===== src/rtl/mc_pkg.sv =====
// Shared constants and types for the multi-cycle RV32 subset controller.
// Opcodes, ALU operation codes and the FSM state encoding.
package mc_pkg;

    localparam logic [6:0] OP_R   = 7'h33;
    localparam logic [6:0] OP_I   = 7'h13;
    localparam logic [6:0] OP_LD  = 7'h03;
    localparam logic [6:0] OP_ST  = 7'h23;
    localparam logic [6:0] OP_BR  = 7'h63;
    localparam logic [6:0] OP_JAL = 7'h6F;

    localparam logic [2:0] ALU_ADD = 3'b010;
    localparam logic [2:0] ALU_SUB = 3'b110;
    localparam logic [2:0] ALU_AND = 3'b000;
    localparam logic [2:0] ALU_OR  = 3'b001;
    localparam logic [2:0] ALU_SLT = 3'b111;

    typedef enum logic [2:0] {
        S_FETCH  = 3'd0,
        S_DECODE = 3'd1,
        S_EXEC   = 3'd2,
        S_MEM    = 3'd3,
        S_WB     = 3'd4,
        S_HALT   = 3'd7
    } state_t;

    // beq (funct3 000) and bne (funct3 001) are the only supported branches
    function automatic logic br_taken(input logic [2:0] funct3, input logic zero);
        return (funct3 == 3'b000 && zero) || (funct3 == 3'b001 && !zero);
    endfunction

endpackage


===== src/rtl/mc_alu_dec.sv =====
// Combinational decode of opcode/funct3/funct7 into ALU controls.
// Also flags opcodes (and branch funct3 values) the datapath cannot execute.
module mc_alu_dec
    import mc_pkg::*;
(
    input  logic [6:0] opcode,
    input  logic [2:0] funct3,
    input  logic [6:0] funct7,
    output logic [2:0] alu_op,
    output logic       alu_src,
    output logic       illegal_op
);

    always_comb begin
        alu_op     = ALU_ADD;
        alu_src    = 1'b1;
        illegal_op = 1'b0;
        case (opcode)
            OP_R: begin
                alu_src = 1'b0;
                case (funct3)
                    3'b000:  alu_op = (funct7 == 7'b0100000) ? ALU_SUB : ALU_ADD;
                    3'b111:  alu_op = ALU_AND;
                    3'b110:  alu_op = ALU_OR;
                    3'b010:  alu_op = ALU_SLT;
                    default: alu_op = ALU_ADD;
                endcase
            end
            OP_I: begin
                case (funct3)
                    3'b111:  alu_op = ALU_AND;
                    3'b110:  alu_op = ALU_OR;
                    3'b010:  alu_op = ALU_SLT;
                    default: alu_op = ALU_ADD;
                endcase
            end
            OP_LD, OP_ST, OP_JAL: alu_op = ALU_ADD;
            OP_BR: begin
                alu_src    = 1'b0;
                alu_op     = ALU_SUB;
                illegal_op = (funct3 != 3'b000) && (funct3 != 3'b001);
            end
            default: illegal_op = 1'b1;
        endcase
    end

endmodule


===== src/rtl/multicycle_ctrl.sv =====
// Multi-cycle control FSM and PC register for the RV32 subset datapath.
// Controls are Moore outputs of state and the latched instruction.
module multicycle_ctrl
    import mc_pkg::*;
#(
    parameter int unsigned      XLEN     = 32,
    parameter logic [XLEN-1:0]  RESET_PC = 'h28,
    parameter int unsigned      CNT_W    = 32,
    parameter bit               MEM_HS   = 1'b1
) (
    input  logic             clk,
    input  logic             rst_n,
    input  logic [31:0]      ins,
    input  logic             zero,
    input  logic             mem_ready,
    input  logic [XLEN-1:0]  pcp4,
    input  logic [XLEN-1:0]  branch_tgt,
    input  logic [XLEN-1:0]  jump_tgt,
    output logic [XLEN-1:0]  pc,
    output logic [31:0]      ir,
    output logic             reg_write,
    output logic             alu_src,
    output logic             mem2reg,
    output logic             mem_read,
    output logic             mem_write,
    output logic [2:0]       alu_op,
    output logic [2:0]       state,
    output logic             illegal,
    output logic [CNT_W-1:0] instret
);

    state_t           state_q, state_d;
    logic [XLEN-1:0]  pc_q, pc_d;
    logic [31:0]      ir_q, ir_d;
    logic             illegal_q, illegal_d;
    logic [CNT_W-1:0] instret_q, instret_d;

    logic [6:0]       opcode;
    logic [2:0]       funct3;
    logic             is_load;
    logic             retire;
    logic [2:0]       dec_alu_op;
    logic             dec_alu_src;
    logic             dec_illegal;

    assign opcode  = ir_q[6:0];
    assign funct3  = ir_q[14:12];
    assign is_load = (opcode == OP_LD);

    mc_alu_dec u_alu_dec (
        .opcode     (opcode),
        .funct3     (funct3),
        .funct7     (ir_q[31:25]),
        .alu_op     (dec_alu_op),
        .alu_src    (dec_alu_src),
        .illegal_op (dec_illegal)
    );

    always_comb begin
        state_d   = state_q;
        pc_d      = pc_q;
        ir_d      = ir_q;
        illegal_d = illegal_q;
        instret_d = instret_q;
        retire    = 1'b0;
        reg_write = 1'b0;
        alu_src   = 1'b0;
        mem2reg   = 1'b0;
        mem_read  = 1'b0;
        mem_write = 1'b0;
        alu_op    = ALU_ADD;

        case (state_q)
            S_FETCH: begin
                ir_d    = ins;
                state_d = S_DECODE;
            end
            S_DECODE: begin
                if (dec_illegal) begin
                    state_d   = S_HALT;
                    illegal_d = 1'b1;
                end else begin
                    state_d = S_EXEC;
                end
            end
            S_EXEC: begin
                alu_op  = dec_alu_op;
                alu_src = dec_alu_src;
                if (opcode == OP_LD || opcode == OP_ST) begin
                    state_d = S_MEM;
                end else if (opcode == OP_BR) begin
                    state_d = S_FETCH;
                    retire  = 1'b1;
                end else begin
                    state_d = S_WB;
                end
            end
            S_MEM: begin
                mem_read  = is_load;
                mem_write = !is_load;
                if (mem_ready || !MEM_HS) begin
                    if (is_load) begin
                        state_d = S_WB;
                    end else begin
                        state_d = S_FETCH;
                        retire  = 1'b1;
                    end
                end
            end
            S_WB: begin
                reg_write = 1'b1;
                mem2reg   = is_load;
                state_d   = S_FETCH;
                retire    = 1'b1;
            end
            S_HALT:  state_d = S_HALT;
            default: state_d = S_FETCH;
        endcase

        if (retire) begin
            instret_d = instret_q + CNT_W'(1);
            if (opcode == OP_JAL) begin
                pc_d = jump_tgt;
            end else if (opcode == OP_BR && br_taken(funct3, zero)) begin
                pc_d = branch_tgt;
            end else begin
                pc_d = pcp4;
            end
        end
    end

    always_ff @(posedge clk) begin
        if (!rst_n) begin
            state_q   <= S_FETCH;
            pc_q      <= RESET_PC;
            ir_q      <= '0;
            illegal_q <= 1'b0;
            instret_q <= '0;
        end else begin
            state_q   <= state_d;
            pc_q      <= pc_d;
            ir_q      <= ir_d;
            illegal_q <= illegal_d;
            instret_q <= instret_d;
        end
    end

    assign pc      = pc_q;
    assign ir      = ir_q;
    assign state   = state_q;
    assign illegal = illegal_q;
    assign instret = instret_q;

endmodule


===== config.mk =====
export PLATFORM = sky130hd
export DESIGN_NAME = multicycle_ctrl
export DESIGN_NICKNAME = d
export VERILOG_FILES = /design/src/rtl/mc_pkg.sv /design/src/rtl/mc_alu_dec.sv /design/src/rtl/multicycle_ctrl.sv
export SDC_FILE = /design/constraint.sdc
export NUM_CORES = 1
export LEC_CHECK = 0
export CORE_MARGIN = 5
export CORE_UTILIZATION = 35
export CTS_CLUSTER_SIZE = 16
export DETAILED_ROUTE_END_ITERATION = 16
export PLACE_DENSITY = 0.71
export SKIP_CTS_REPAIR_TIMING = 1
export SLEW_MARGIN = 15
export SYNTH_ARGS = -nofsm -noshare
export SYNTH_HDL_FRONTEND = slang
export SYNTH_SLANG_ARGS = --single-unit

===== constraint.sdc =====
create_clock -name clk -period 4.5 [get_ports clk]
set_clock_uncertainty 0.05 [all_clocks]
set_input_delay 0.9 -clock clk [delete_from_list [all_inputs] [get_ports clk]]
set_output_delay 0.9 -clock clk [all_outputs]
set_load 0.01 [all_outputs]

==> summary.md <==
| Metric | Value |
|---|---|
| Status | finished, final reports clean |
| Post-synthesis cell type count | just over 50 |
| NumNets Final | approximately 950 |
| Worst EP arrival | between 2 and 2.5 ns |
| Slew Limit Headroom | 29.2% |
| 1st-iter DRT viols | 333 |
| ANT nets after route | 0 |
| CTS tree | yes |
| Multiplexer share of the synthesized area | roughly 7.1% |
| Hold_sp | pc[23]$_SDFFE_PN0P_ |
| Initial antenna violation count | 0 |
| Tmin final | approximately 3.4 ns |
| Worst Reg2Reg Path Length in Cells | 6 |
| Max Slew Vio Count | 0 |
| Comb pwr share | 33.7% |
| Via count | just over 5,000 |
| CTS Buf Count | 9 |
| Sw frac | approximately 33% |
| Req. time, crit path | 3.55 ns |
| Slowest stage cell, crit path | clkdlybuf4s50_1 |
| Post-Syn Area | a little under 5000 um2 |
| CTS root buf | clkbuf_16 |
| Worst path cell trace | nand2b_1 > nor2_1 > and3_1 > nor4b_1 > clkdlybuf4s50_1 |
| Total track usage | approximately a fifth |
| Area Overhead vs Synth | 56.6% |
| Die area | roughly 17,000 um2 |
| Port bufs | approximately 240 |
| Post-Synth Adder-Cell Area | less than 1% |
| Vias per cell | roughly 5.2 |
| Post-synth EDFFs | 0 |
| Startpoint type of the worst setup path | register |
| Hold endpoint | pc[23]$_SDFFE_PN0P_ |
| Critical Path Fanout Max | 14 |
| Syn Area/Cell | between 8 and 9 um2 |
| Die height | about 130 um |
| Async SR Flop Fraction | 0% |
| R2R Path End | pc[16]$_SDFFE_PN0P_ |
| Synth Net Count | approximately 740 |
| RePlAce Congestion | approximately 0.87 |
| Final Setup Violations | 0 |
| Largest net degree at the start of global routing | 65 |
| Register-to-register setup slack | about 1.7 ns |
| Internal power | approximately 2.0 mW |
| Sequential power share | 38.6% |
| WL final | 16,600 um |
| Peak supply drop | just under 0.3 mV |
| Layout Utilization | 55.8% |
| RSZ-0062 raised after global routing | false |
| Worst slew pin tran | around 1.1 ns |
| Grt ovf | 0 |
| Largest family of logic cells by synthesized area | simple AND/OR/NAND/NOR gates |
| Rows | between 40 and 50 |
| Max-cap viol count | 0 |
| CP Capture Type | output pin |
| Total clock sinks | 100 |
| Gate Count Post-Synth | around 600 |
| Worst-Skew Late Latency | 0.34 ns |
| Synth Warn # | 0 |
| Avg WL per Cell | 16.7 um |
| Worst Hold Path Cells | 2 |
| Global-route wire length before repair | around 26,000 um |
| Vias in the first global route | 5,337 |
| Period utilization | around 76% |
| Compound-cell area share of the yosys netlist | 22.6% |
| Clock transition at path regs | ~0.070 ns |
| Hold Crit Class | register to register |
| TritonRoute pass-1 iters | 4 |
| H-tree Lvls | 3 |
| CP Class | register to output pin |
| Filler cell count | between 1,000 and 1,500 |
| Core box area | 13,800 um2 |
| Antenna cells | 0 |
| Clk buf depth | 2 |
| Initial core utilization | around 36% |
| Switching pwr | between 0.9 and 1 mW |
| Yosys reg bits | 100 |
| FMAX | around 290 MHz |
| XOR/XNOR Fraction of Synth Area | around 1.4% |
| Post-Synth Simple-Gate Area | 23.0% |
| Layout cells sized above 1 | approximately 5.3% |
| TNS Setup | 0 ns |
| PwrDens | about 390 nW/um2 |
| Max stage delay on crit path | between 0.6 and 0.7 ns |
| Lkg Pwr | 2.63 nW |
| Ys flop type | dfxtp_1 |
| Hold Vio Cnt, Final | 0 |
| DRC Markers | 0 |
| DP HPWL | between 10,000 and 15,000 um |
| Die X | around 130 um |
| I/O Pins | 240 |
| RR Startpoint | state[0]$_SDFFE_PN0P_ |
| Seq/Total Area, Yosys | about two fifths |
| Clock share of power | roughly 28% |
==> stage by stage <==
| step | total power, mW | setup WS [ns] | cells | cell area [um2] | hold slack (ns) |
|---|---|---|---|---|---|
| 6_report | 3.00 | 1.07 | 998 | 7710 | 0.402 |
| 5_1_grt | 3.17 | 0.895 | 998 | 7710 | 0.424 |
| 4_1_cts | 3.03 | 1.01 | 998 | 7710 | 0.405 |
| 3_5_place_dp | 2.20 | 1.39 | 983 | 7400 | 0.396 |
| 3_3_place_gp | 2.17 | 1.46 | 983 | 7400 | 0.392 |
| 2_1_floorplan | 1.68 | 2.06 | 602 | 4920 | 0.431 |
==> layout make-up <==
| class | instances | area (um2) | share of cell area [%] |
|---|---|---|---|
| multi-input combinational | 449 | 2690 | 34.9 |
| timing repair buffer | 246 | 2440 | 31.7 |
| sequential | 100 | 2000 | 26.0 |
| clock buffer | 9 | 225 | 2.92 |
| tap | 180 | 225 | 2.92 |
| clock inverter | 6 | 90.1 | 1.17 |
| inverter | 8 | 30.0 | 0.389 |
==> worst max-delay path, delay by kind of cell (launching register included) <==
kind / cells / cell delay, ns
flip-flops: 1 / 0.60
AND/OR/NAND/NOR: 4 / 0.94
buffers and inverters: 1 / 0.61
==> kinds of logic (layout without fill, tap and decap cells) <==
family | Yosys count | in the layout
simple gates | 236 | 236
compound gates | 169 | 169
flops | 100 | 100
buf+inv | 53 | 269
mux | 35 | 35
xor+xnor | 8 | 8
fa+ha+maj | 1 | 1
==> worst max path at each step <==
stage,from,to,slack (ns),depth (start not counted)
floorplan,ir[6]$_SDFFE_PN0P_,alu_op[2],2.06,4
global placement,zero,pc[3]$_SDFFE_PN1P_,1.46,7
detailed placement,zero,pc[5]$_SDFFE_PN1P_,1.39,7
CTS,state[1]$_SDFFE_PN0P_,alu_op[0],1.01,5
global route,state[1]$_SDFFE_PN0P_,alu_op[0],0.89,5
finish,state[1]$_SDFFE_PN0P_,alu_op[0],1.07,5
==> Yosys cell counts, types with 2 or more instances <==
library cell / count / area, um2
clkbuf_1: 31 / 116
o21a_1: 6 / 45.0
or4_1: 5 / 37.5
a211oi_1: 2 / 15.0
nand3_1: 7 / 35.0
nand2b_1: 4 / 25.0
or2_2: 3 / 18.8
nor2_1: 49 / 184
nor3_1: 10 / 50.1
a21oi_1: 87 / 435
o21ai_0: 18 / 90.1
and3_1: 4 / 25.0
o31ai_1: 6 / 45.0
nand2_1: 110 / 413
dfxtp_1: 100 / 2000
xnor2_1: 2 / 17.5
a211o_1: 32 / 280
or3_1: 19 / 119
buf_2: 9 / 45.0
o211ai_2: 3 / 37.5
mux2i_1: 34 / 340
nor4_1: 3 / 18.8
buf_6: 4 / 45.0
o221a_2: 2 / 22.5
o211ai_1: 5 / 37.5
xor2_1: 6 / 52.6
inv_1: 8 / 30.0
nand4_1: 9 / 56.3
a211oi_4: 2 / 40.0
==> layout by cell type (no fill, tap or decap), types with 2 or more instances in the layout <==
cell,count
a211o_1,32
a211oi_1,2
a211oi_4,2
a21oi_1,87
and3_1,4
buf_4,7
bufinv_16,2
clkbuf_16,9
clkdlybuf4s50_1,239
clkinv_4,2
dfxtp_1,100
inv_1,7
mux2i_1,34
nand2_1,110
nand2b_1,4
nand3_1,7
nand4_1,9
nor2_1,49
nor3_1,9
nor4_1,3
o211ai_1,5
o211ai_2,3
o21a_1,6
o21ai_0,18
o221a_2,2
o31ai_1,6
or2_2,3
or3_1,19
or4_1,5
xnor2_1,2
xor2_1,6
==> state kept, by name, indices dropped and copies added (netlist names) <==
| signal | count |
|---|---|
| ir | 32 |
| illegal | 1 |
| pc | 32 |
| state | 3 |
| instret | 32 |
==> metal layers <==
metal,global-route usage (%),routed length (um)
met1,21.2,6360
met2,34.4,8570
met3,5.73,1210
met4,8.65,482
met5,0,0
==> power by group through the flow <==
stage	clock network, mW	registers [mW]	logic (mW)
floorplan	0	1.18	0.503
global placement	0	1.17	1.00
detailed placement	0	1.18	1.02
CTS	0.849	1.16	1.03
global route	0.879	1.19	1.11
finish	0.829	1.16	1.01
Power figures use the tool's default switching activity.
